===== src/rtl/lcd_bus_responder.sv =====
// lcd_bus_responder
//   HD44780-compatible responder for the 8-bit parallel LCD bus. Samples E
//   strobes, decodes instructions and data writes, keeps the visible 2x16
//   DDRAM image and answers busy-flag / data reads.
//
//   Ports:
//     mclk, rst          system clock, synchronous active-high reset
//     E, RS, RW, DB_in   LCD bus from the controller (asynchronous to mclk)
//     DB_out, DB_oe      read data and its drive enable
//     lineA, lineB       row 0 / row 1 characters, char i at [8*i+7:8*i]
//     disp_on, two_line  D bit of display control, N bit of function set
//     busy               internal busy flag
//     wr_pulse           one-cycle pulse per accepted write
//     proto_err          sticky protocol-error flag
//
//   Optional feature: define LCD_RESP_BUSY_MODEL_EN to model busy timing
//   (CLEAR_CYCLES / EXEC_CYCLES). Without it every strobe is accepted
//   back-to-back and busy is tied low.
module lcd_bus_responder #(
  parameter int CLEAR_CYCLES = 64,
  parameter int EXEC_CYCLES  = 8
) (
  input  logic         mclk,
  input  logic         rst,
  input  logic         E,
  input  logic         RS,
  input  logic         RW,
  input  logic [7:0]   DB_in,
  output logic [7:0]   DB_out,
  output logic         DB_oe,
  output logic [127:0] lineA,
  output logic [127:0] lineB,
  output logic         disp_on,
  output logic         two_line,
  output logic         busy,
  output logic         wr_pulse,
  output logic         proto_err
);

`ifdef LCD_RESP_BUSY_MODEL_EN
  localparam bit BUSY_MODEL = 1'b1;
`else
  localparam bit BUSY_MODEL = 1'b0;
`endif

  localparam int MAXC = (CLEAR_CYCLES > EXEC_CYCLES) ? CLEAR_CYCLES : EXEC_CYCLES;
  localparam int CW   = $clog2(MAXC + 1);

  typedef enum logic {IDLE, EXEC} state_t;
  state_t state, state_next;
  logic [CW-1:0] cnt, cnt_next;

  logic       e_s1, e_s2, e_d;
  logic       rs_s1, rs_s2, rs_d;
  logic       rw_s1, rw_s2, rw_d;
  logic [7:0] db_s1, db_s2, db_d;

  logic [6:0] addr;
  logic       inc_mode;
  logic       cg_mode;

  logic strobe, in_exec, wr_strobe, data_rd;
  logic accept_wr, accept_rd, violation, is_nop, is_long;

  // Address step with the two-line DDRAM wrap (0x27<->0x40, 0x67<->0x00).
  function automatic logic [6:0] step_addr(input logic [6:0] a, input logic up);
    if (up) begin
      if (a == 7'h27) return 7'h40;
      if (a == 7'h67) return 7'h00;
      return a + 7'd1;
    end
    if (a == 7'h00) return 7'h67;
    if (a == 7'h40) return 7'h27;
    return a - 7'd1;
  endfunction

  function automatic logic addr_valid(input logic [6:0] a);
    return (a <= 7'h27) || ((a >= 7'h40) && (a <= 7'h67));
  endfunction

  // Only the first 16 cells of each row are stored; the rest read as blanks.
  function automatic logic [7:0] char_at(input logic [6:0] a,
                                         input logic [127:0] la,
                                         input logic [127:0] lb);
    if (a[6:4] == 3'b000) return la[{a[3:0], 3'b000} +: 8];
    if (a[6:4] == 3'b100) return lb[{a[3:0], 3'b000} +: 8];
    return 8'h20;
  endfunction

  // Two-flop synchroniser on every bus signal, plus a third stage so that
  // RS/RW/DB line up with the delayed E used for falling-edge detection.
  always_ff @(posedge mclk) begin
    if (rst) begin
      {e_s1, e_s2, e_d}    <= 3'b000;
      {rs_s1, rs_s2, rs_d} <= 3'b000;
      {rw_s1, rw_s2, rw_d} <= 3'b000;
      db_s1 <= 8'h00;
      db_s2 <= 8'h00;
      db_d  <= 8'h00;
    end else begin
      e_s1  <= E;     e_s2  <= e_s1;  e_d  <= e_s2;
      rs_s1 <= RS;    rs_s2 <= rs_s1; rs_d <= rs_s2;
      rw_s1 <= RW;    rw_s2 <= rw_s1; rw_d <= rw_s2;
      db_s1 <= DB_in; db_s2 <= db_s1; db_d <= db_s2;
    end
  end

  assign strobe    = e_d & ~e_s2;
  assign in_exec   = (state == EXEC);
  assign wr_strobe = strobe & ~rw_d;
  assign data_rd   = strobe & rw_d & rs_d;
  // Status reads are always allowed; writes and data reads collide with busy.
  assign violation = BUSY_MODEL & in_exec & (wr_strobe | data_rd);
  assign accept_wr = wr_strobe & ~in_exec;
  assign accept_rd = data_rd & ~in_exec;
  assign is_nop    = ~rs_d & (db_d == 8'h00);
  assign is_long   = ~rs_d & (db_d[7:2] == 6'd0) & (db_d[1:0] != 2'd0);
  assign busy      = BUSY_MODEL & in_exec;
  assign DB_oe     = e_s2 & rw_s2;

  always_ff @(posedge mclk) begin
    if (rst) begin
      state <= IDLE;
      cnt   <= '0;
    end else begin
      state <= state_next;
      cnt   <= cnt_next;
    end
  end

  // Counter is loaded with N-1 so busy stays high for exactly N cycles.
  always_comb begin
    state_next = state;
    cnt_next   = cnt;
    case (state)
      IDLE: begin
        if (BUSY_MODEL && accept_wr && !is_nop) begin
          state_next = EXEC;
          cnt_next   = is_long ? CW'(CLEAR_CYCLES - 1) : CW'(EXEC_CYCLES - 1);
        end
      end
      EXEC: begin
        if (cnt == '0) state_next = IDLE;
        else           cnt_next   = cnt - CW'(1);
      end
      default: state_next = IDLE;
    endcase
  end

  always_ff @(posedge mclk) begin
    if (rst) begin
      lineA     <= {16{8'h20}};
      lineB     <= {16{8'h20}};
      addr      <= 7'h00;
      inc_mode  <= 1'b1;
      cg_mode   <= 1'b0;
      disp_on   <= 1'b0;
      two_line  <= 1'b0;
      DB_out    <= 8'h00;
      wr_pulse  <= 1'b0;
      proto_err <= 1'b0;
    end else begin
      wr_pulse <= 1'b0;
      if (e_s2 && rw_s2) DB_out <= rs_s2 ? char_at(addr, lineA, lineB) : {busy, addr};
      if (violation) proto_err <= 1'b1;
      if (accept_rd) addr <= step_addr(addr, inc_mode);
      if (accept_wr) begin
        wr_pulse <= 1'b1;
        if (rs_d) begin
          // In CG mode the character is dropped but the cursor still moves.
          if (!cg_mode) begin
            if (addr[6:4] == 3'b000)      lineA[{addr[3:0], 3'b000} +: 8] <= db_d;
            else if (addr[6:4] == 3'b100) lineB[{addr[3:0], 3'b000} +: 8] <= db_d;
          end
          addr <= step_addr(addr, inc_mode);
        end else begin
          casez (db_d)
            8'b1???????: begin
              cg_mode <= 1'b0;
              if (addr_valid(db_d[6:0])) addr <= db_d[6:0];
              else begin
                addr      <= 7'h00;
                proto_err <= 1'b1;
              end
            end
            8'b01??????: cg_mode  <= 1'b1;
            8'b001?????: two_line <= db_d[3];
            8'b0001????: if (!db_d[3]) addr <= step_addr(addr, db_d[2]);
            8'b00001???: disp_on  <= db_d[2];
            8'b000001??: inc_mode <= db_d[1];
            8'b0000001?: addr     <= 7'h00;
            8'b00000001: begin
              lineA    <= {16{8'h20}};
              lineB    <= {16{8'h20}};
              addr     <= 7'h00;
              inc_mode <= 1'b1;
            end
            default: proto_err <= 1'b1;
          endcase
        end
      end
    end
  end

endmodule


===== config.mk =====
export PLATFORM = sky130hd
export DESIGN_NAME = lcd_bus_responder
export DESIGN_NICKNAME = d
export VERILOG_FILES = /design/src/rtl/lcd_bus_responder.sv
export SDC_FILE = /design/constraint.sdc
export NUM_CORES = 1
export LEC_CHECK = 0
export BUFFER_PORTS_ARGS = -buffer_cell sky130_fd_sc_hd__buf_4
export CAP_MARGIN = 5
export CORE_MARGIN = 5
export CORE_UTILIZATION = 35
export CTS_BUF_LIST = sky130_fd_sc_hd__clkbuf_16
export DETAILED_ROUTE_END_ITERATION = 10
export GPL_TIMING_DRIVEN = 0
export PLACE_DENSITY = 0.66
export SYNTH_ARGS = -nofsm -noshare
export SYNTH_HDL_FRONTEND = slang
export SYNTH_SLANG_ARGS = --single-unit

===== constraint.sdc =====
create_clock -name mclk -period 4.1 [get_ports mclk]
set_input_delay 0.205 -clock mclk [delete_from_list [all_inputs] [get_ports mclk]]
set_output_delay 0.205 -clock mclk [all_outputs]
set_load 0.01 [all_outputs]

==> results of run 1 <==
-- flip-flops by register name, summed over array words and instances, names as in the netlist, 7 cells and up --
signal	count
db_d	8
cnt	7
db_s1	8
lineB	128
DB_out	8
addr	7
lineA	128
db_s2	8
-- layout by cell type (no fill, tap or decap), types with 26 or more instances in the layout --
master / Yosys / final
nor3_1: 39 / 39
a22oi_1: 70 / 70
nor2b_1: 40 / 40
clkbuf_16: 0 / 36
nor2_1: 150 / 143
dfxtp_1: 318 / 318
buf_2: 29 / 28
clkbuf_1: 55 / 54
and2_1: 27 / 27
o2bb2ai_1: 57 / 57
nand2_1: 71 / 68
a22o_1: 114 / 114
inv_1: 21 / 26
mux2i_1: 48 / 48
mux4_2: 51 / 51
buf_4: 6 / 290
a21oi_1: 62 / 62
-- through the flow --
stage / setup TNS (ns) / total power [uW]
global placement: -48.95 / 3420
floorplan: 0 / 3310
finish: -0.202 / 6580
global route: -0.00184 / 6740
CTS: 0 / 6580
detailed placement: -35.18 / 3420
-- worst reg2reg max path, delay by kind of cell (launching register included) --
kind	cells	cell delay [ns]
fa+ha+maj	1	0.36
simple gates	2	1.06
compound gates	3	0.92
buf+inv	5	1.30
flops	1	0.44
-- layer usage --
layer  vias up  global-route usage [%]  share of wire [%]
met2      1118                    53.4                 44
met1      7328                    45.1                 39
met5         -                       0              0.025
li1       6097                       -                  -
met3       246                    9.06                 11
met4         4                    14.2                5.4
-- final cells by class --
type	count	area, sq um	share of cell area (%)
timing repair buffer	296	2250	12.2
sequential	318	6370	34.5
buffer	106	487	2.64
inverter	24	90.1	0.488
clock inverter	26	236	1.28
multi-input combinational	995	7460	40.4
tap	532	666	3.61
clock buffer	36	901	4.88
antenna	1	2.50	0.0136
-- worst min-delay path by stage --
stage / from / endpoint / slack [ns] / cells past startpoint
finish: RS / rs_s1 / 0.42 / 3
global route: DB_in[7] / db_s1[7] / 0.43 / 3
CTS: DB_in[5] / db_s1[5] / 0.39 / 3
detailed placement: DB_in[1] / db_s1[1] / 0.42 / 2
global placement: db_s1[7] / db_s2[7] / 0.42 / 1
floorplan: DB_in[0] / db_s1[0] / 0.33 / 1
-- cells by family (layout without fill, tap and decap cells) --
| kind of cell | after synthesis | count (layout) | synth area share [%] |
|---|---|---|---|
| mux | 106 | 106 | 11.9 |
| fa+ha+maj | 7 | 7 | 0.611 |
| compound gates | 430 | 430 | 22.9 |
| xor+xnor | 16 | 16 | 0.978 |
| flops | 318 | 318 | 44.4 |
| other cells | 1 | 2 | 0.0262 |
| buf+inv | 134 | 488 | 4.08 |
| simple gates | 435 | 435 | 15.1 |
-- power by group through the flow --
| stage | Clock (uW) | Combinational [uW] | Sequential (uW) |
|---|---|---|---|
| finish | 3200 | 262 | 3110 |
| global route | 3350 | 269 | 3110 |
| CTS | 3220 | 250 | 3110 |
| detailed placement | 0 | 240 | 3180 |
| global placement | 0 | 240 | 3180 |
| floorplan | 0 | 132 | 3180 |
-- what timing repair did --
action | CTS | global route
hold buffers | 11 | 0
endpoints found under the setup margin | 180 | 116
resized for setup | 12 | 11
endpoints found under the hold margin | 11 | 0
pin swaps | 2 | 0
buffers inserted | 3 | 0
cloned | 0 | 0
==> results.md, run 1 <==
- CP startpoint: addr[0]
- CTS tree: yes
- Hold crit path type: input pin to register
- Core area: 40,600 sq um
- Initial antenna violation count: 5
- Die height: 212 um
- Worst setup path end: lineA[73]
- Failing checks: capacitance limit, setup timing
- Filler Cells Inserted: 3,892
- Dpl ws: -0.604 ns
- CP Capture Type: register
- Layout area overhead: 28.9%
- Post-synth top area cell: dfxtp_1
- F_max: ~0.24 GHz
- Num Clock Sinks: 318
- Final hold vios: 0
- Synth async-reset ratio: 0%
- Antenna Violating Nets Remaining: 0
- Layout cells sized above 1: 27.0%
- Min Hold Slack: 0.418 ns
- Num CTS Buffers: 35
- Fin util: 45.4%
- Leakage power: roughly 0.007 uW
- Top FF cell, synth: dfxtp_1
- Reg2reg end: lineA[73]
- NetSw: 1560 uW
- Max Clock Skew: 0.0185 ns
- Final setup viols: 7
- Reg2Reg Setup Slack: -0.04 ns
- Kind of critical path: register to register
- Sw Ratio: 23.7%
- Non-Filler Instances: 2,334
- Syn avg cell area: 9.90 sq um
- Seq pwr share: a little under half
- Reg clk slew, reported paths: 0.07 ns
- Data required, critical path: approximately 4.6 ns
- Outcome: complete, but fails checks
- Pwr per Cell Area: 356 nW/um^2
- Vias in the first global route: 14,100
- Worst Path Max Fanout: 11
- Nets: about 1,800
- Initial Util: around a third
- Commonest cells in the netlist: 318 x dfxtp_1, 150 x nor2_1, 114 x a22o_1, 71 x nand2_1, 70 x a22oi_1
- H-tree depth: 2
- Sequential area share after synthesis: between 40% and 50%
- Levels on crit path: 11
- Synth area leaders: dfxtp_1 44%, mux4_2 8.0%, a22o_1 7.0%
- Routed via count: about 15,000
- Die area: around 45,000 sq um
- PnR worst setup slack: -0.0350 ns
- RePlAce Congestion: 1.03
- Wire per inst: 34.4 um
- Max-cap violations: 1
- Yosys warnings: 0
- Critical path's largest stage delay: about 0.76 ns
- Fin area: 18,500 sq um
- First-pass GRT wire length: roughly 110 mm
- Gr ovfl total: 0
- Worst r2r src: addr[0]
- Delay-heaviest family, CP: buffers and inverters
- Area post-placement: 17,100 sq um
- Rel. slew slack: 1.08%
- Tmin final: 4.14 ns
- Final slew viol count: 0
- Fin crit share: 101%
- DRC violations left: 0
- Pre-antenna DRT Iters: 6
- Final HPWL DP: about 60 mm
- Vias per cell: 6.34
- Number of buffers and inverters on the critical path: 5
- Initial DRC Count: 1,755
- CP Launch Type: register
- FF+latch count, synth: approximately 320
- Die width: 212 um
- Dpl cells: 2,261
- Worst-skew pair later-pin latency: 0.55 ns
- Critical-path cell list: buf_2 > buf_6 > buf_4 > inv_1 > clkbuf_2 > ha_2 > and3_1 > o21ai_1 > a21oi_1 > nor2_1 > a22o_1
- Row count: between 70 and 80
- Top-area cell type share of the netlist area: 44.4%
- IO buf count: 281
- Worst R2R Path Depth: 11
- Wirelength, routed: 80.2 mm
- Critical path data arrival time: 4.64 ns
- Peak VDD IR: 0.251 mV
- Int Pwr: 5020 uW
- Largest net degree at the start of global routing: 14
- Syn Nets: 1,467
- Ports: 283
- Clock root cell: clkbuf_16
- Slowest cell on the critical path: nor2_1
- Clk buf depth: 3
- Post-Syn Area: 14,300 sq um
- Count leader, synth: dfxtp_1
- Post-Syn Instances: 1,447
- Clk pwr share: 48.7%
- Slew @ Worst Pin: 1.48 ns
- Synth unique cells: 74
- Gr usage total: approximately 34%
- EDFF count, synth: 0
- Share of total power in combinational logic: under 10%
(Power assumes the default switching activity.)
==> run 2, diff against run 1 <==
--- a/config.mk
+++ b/config.mk
@@ -8,11 +8,12 @@
 export BUFFER_PORTS_ARGS = -buffer_cell sky130_fd_sc_hd__buf_4
 export CAP_MARGIN = 5
 export CORE_MARGIN = 5
-export CORE_UTILIZATION = 35
+export CORE_UTILIZATION = 30
 export CTS_BUF_LIST = sky130_fd_sc_hd__clkbuf_16
+export CTS_CLUSTER_SIZE = 28
 export DETAILED_ROUTE_END_ITERATION = 10
 export GPL_TIMING_DRIVEN = 0
-export PLACE_DENSITY = 0.66
+export PLACE_DENSITY = 0.6
 export SYNTH_ARGS = -nofsm -noshare
 export SYNTH_HDL_FRONTEND = slang
 export SYNTH_SLANG_ARGS = --single-unit
==> results.md, run 2 (same netlist as run 1, synthesis figures left out) <==
- Initial antenna violation count: 3 (-2)
- Largest net degree at the start of global routing: 13 (-1)
- Outcome: finished clean
- Num Clock Sinks: 318 (unchanged)
- Max-cap violations: 0 (-1)
- Pwr per Cell Area: 355 nW/um^2 (-0.35%)
- Routed via count: 14,500 (-2.0%)
- Critical path data arrival time: 4.40 ns (-0.24 ns)
- Reg clk slew, reported paths: 0.06 ns (about the same)
- Final setup viols: 0 (-7)
- CTS tree: yes
- Vias in the first global route: 14,100 (-0.29%)
- Dpl ws: -0.474 ns (+0.130 ns)
- Worst-skew pair later-pin latency: 0.56 ns (about the same)
- Die width: 229 um (+7.6%)
- Data required, critical path: 4.54 ns (-0.06 ns)
- Non-Filler Instances: 2,415 (+3.5%)
- Antenna Violating Nets Remaining: 0 (unchanged)
- Clock root cell: clkbuf_16
- Gr ovfl total: 0 (unchanged)
- Cell repeated most along the worst path: buf_4
- Critical path's largest stage delay: 0.40 ns (-0.36 ns)
- Die height: 229 um (+7.6%)
- Gr usage total: 28.9% (-5.3 points)
- Tmin final: 3.96 ns (-0.173 ns)
- Vias per cell: 6.00 (-5.3%)
- Nets: 1,794 (-0.11%)
- Slowest cell on the critical path: dfxtp_1
- Leakage power: 0.00700 uW (about the same)
- CP Capture Type: register
- Dpl cells: 2,343 (+3.6%)
- RSZ-0062 raised after global routing: false
- Rel. slew slack: 6.73% (+5.7 points)
- Delay-heaviest family, CP: buffers and inverters
- Fin crit share: 96.6% (-4.2 points)
- Final hold vios: 0 (unchanged)
- Setup TNS: 0 ns (+0.202 ns)
- Wire per inst: 32.9 um (-4.3%)
- Top Registers: lineA: 128 flops, lineB: 128 flops
- Final HPWL DP: 60.4 mm (+0.33%)
- Hold crit path type: input pin to register
- Worst Path Max Fanout: 11 (unchanged)
- Wirelength, routed: 79.5 mm (-0.93%)
- Max Clock Skew: 0.0250 ns (+0.00651 ns)
- H-tree depth: 2 (unchanged)
- Initial Util: 30.2% (-5.1 points)
- Fin area: 18,500 sq um (+0.33%)
- Row count: 80 (+8.1%)
- Pre-antenna DRT Iters: 5 (-1)
- PnR worst setup slack: 0.138 ns (+0.173 ns)
- F_max: 0.252 GHz (+4.4%)
- Area post-placement: 17,200 sq um (+0.61%)
- Slew @ Worst Pin: 1.39 ns (-0.0845 ns)
- Critical-path cell list: buf_2 > buf_4 > buf_4 > inv_1 > clkbuf_2 > ha_2 > clkbuf_1 > nand2b_1 > o21ai_1 > nand3_1 > a21oi_2 > nor2_2 > a22o_1
- Fin util: 39.0% (-6.4 points)
- Kind of critical path: register to register
- Number of buffers and inverters on the critical path: 6 (+1)
- Die area: 52,200 sq um (+16%)
- Num CTS Buffers: 37 (+5.7%)
- Layout area overhead: 29.3%
- Most common cell after layout, fill and taps aside: dfxtp_1
- Ports: 283 (unchanged)
- Initial DRC Count: 1,862 (+6.1%)
- RePlAce Congestion: 1.01 (-2.2%)
- Peak VDD IR: 0.249 mV (-0.82%)
- Final slew viol count: 0 (unchanged)
- DRC violations left: 0 (unchanged)
- First-pass GRT wire length: 109 mm (-0.15%)
- Clk buf depth: 3 (unchanged)
- Most frequent cells in the layout: 318 x dfxtp_1, 288 x buf_4, 144 x nor2_1, 114 x a22o_1, 70 x a22oi_1
- Layout cells sized above 1: 26.9% (-0.081 points)
- IO buf count: 281 (unchanged)
- Core area: 47,400 sq um (+17%)
- CP Launch Type: register
[run 2: cell types whose count changed in the layout (fill, tap and decap cells not counted), sizes merged]
cell / previous run / this run
inv: 30 / 36
buf: 336 / 332
clkinv: 14 / 11
bufinv: 4 / 2
clkbuf: 91 / 93
clkinvlp: 2 / 1
[run 2: per-stage QoR]
| stage | hold WS [ns] | power (uW) |
|---|---|---|
| finish | 0.404 | 6580 |
| detailed placement | 0.422 | 3420 |
| global placement | 0.420 | 3420 |
| floorplan | 0.333 | 3310 |
| CTS | 0.382 | 6580 |
| global route | 0.432 | 6710 |
[run 2: final cells by class]
type	count	area [sq um]
repair buffers	293	2230
clock inverters	26	201
fillers	4794	28900
plain buffers	105	477
multi-input cells	995	7440
well taps	615	769
inverters	24	90.1
flip-flops and latches	318	6370
diodes	1	2.50
clock buffers	38	951
[run 2: metal layers]
layer	GRT usage [%]	vias up	share of wire, %
li1	-	6109	-
met1	38.6	7256	41
met2	44.1	934	44
met3	6.94	202	9.7
met4	13.7	0	5.2
met5	0	-	0
[run 2: report_power, final]
group | switching, uW | leakage, uW | internal, uW
registers | 8.16 | 0.00257 | 3100
logic | 191 | 0.00384 | 65.0
clock network | 1390 | 0.000598 | 1820
[run 2: final timing paths]
kind                  from          to  slack [ns]  cells after the start
setup / recovery   addr[0]  lineA[123]        0.14                     13
hold / removal    DB_in[7]    db_s1[7]        0.40                      3
setup reg to reg   addr[0]  lineA[123]        0.14                     13
hold reg to reg   db_s1[5]    db_s2[5]        0.43                      1
[run 2: timing repair]
item / in CTS / in global routing
resized for setup: 4 / 12
cloned: 0 / 0
setup endpoints to repair: 151 / 59
pin swaps: 1 / 0
hold buffers: 11 / 0
hold endpoints to repair: 11 / 0
setup buffers: 1 / 0
[run 2: worst reg2reg max path: stages (launching register included)]
cell      delay (ns)
dfxtp_1         0.40
buf_2           0.21
buf_4           0.32
buf_4           0.34
inv_1           0.11
clkbuf_2        0.30
ha_2            0.35
clkbuf_1        0.29
nand2b_1        0.26
o21ai_1         0.22
nand3_1         0.32
a21oi_2         0.32
nor2_2          0.17
a22o_1          0.25
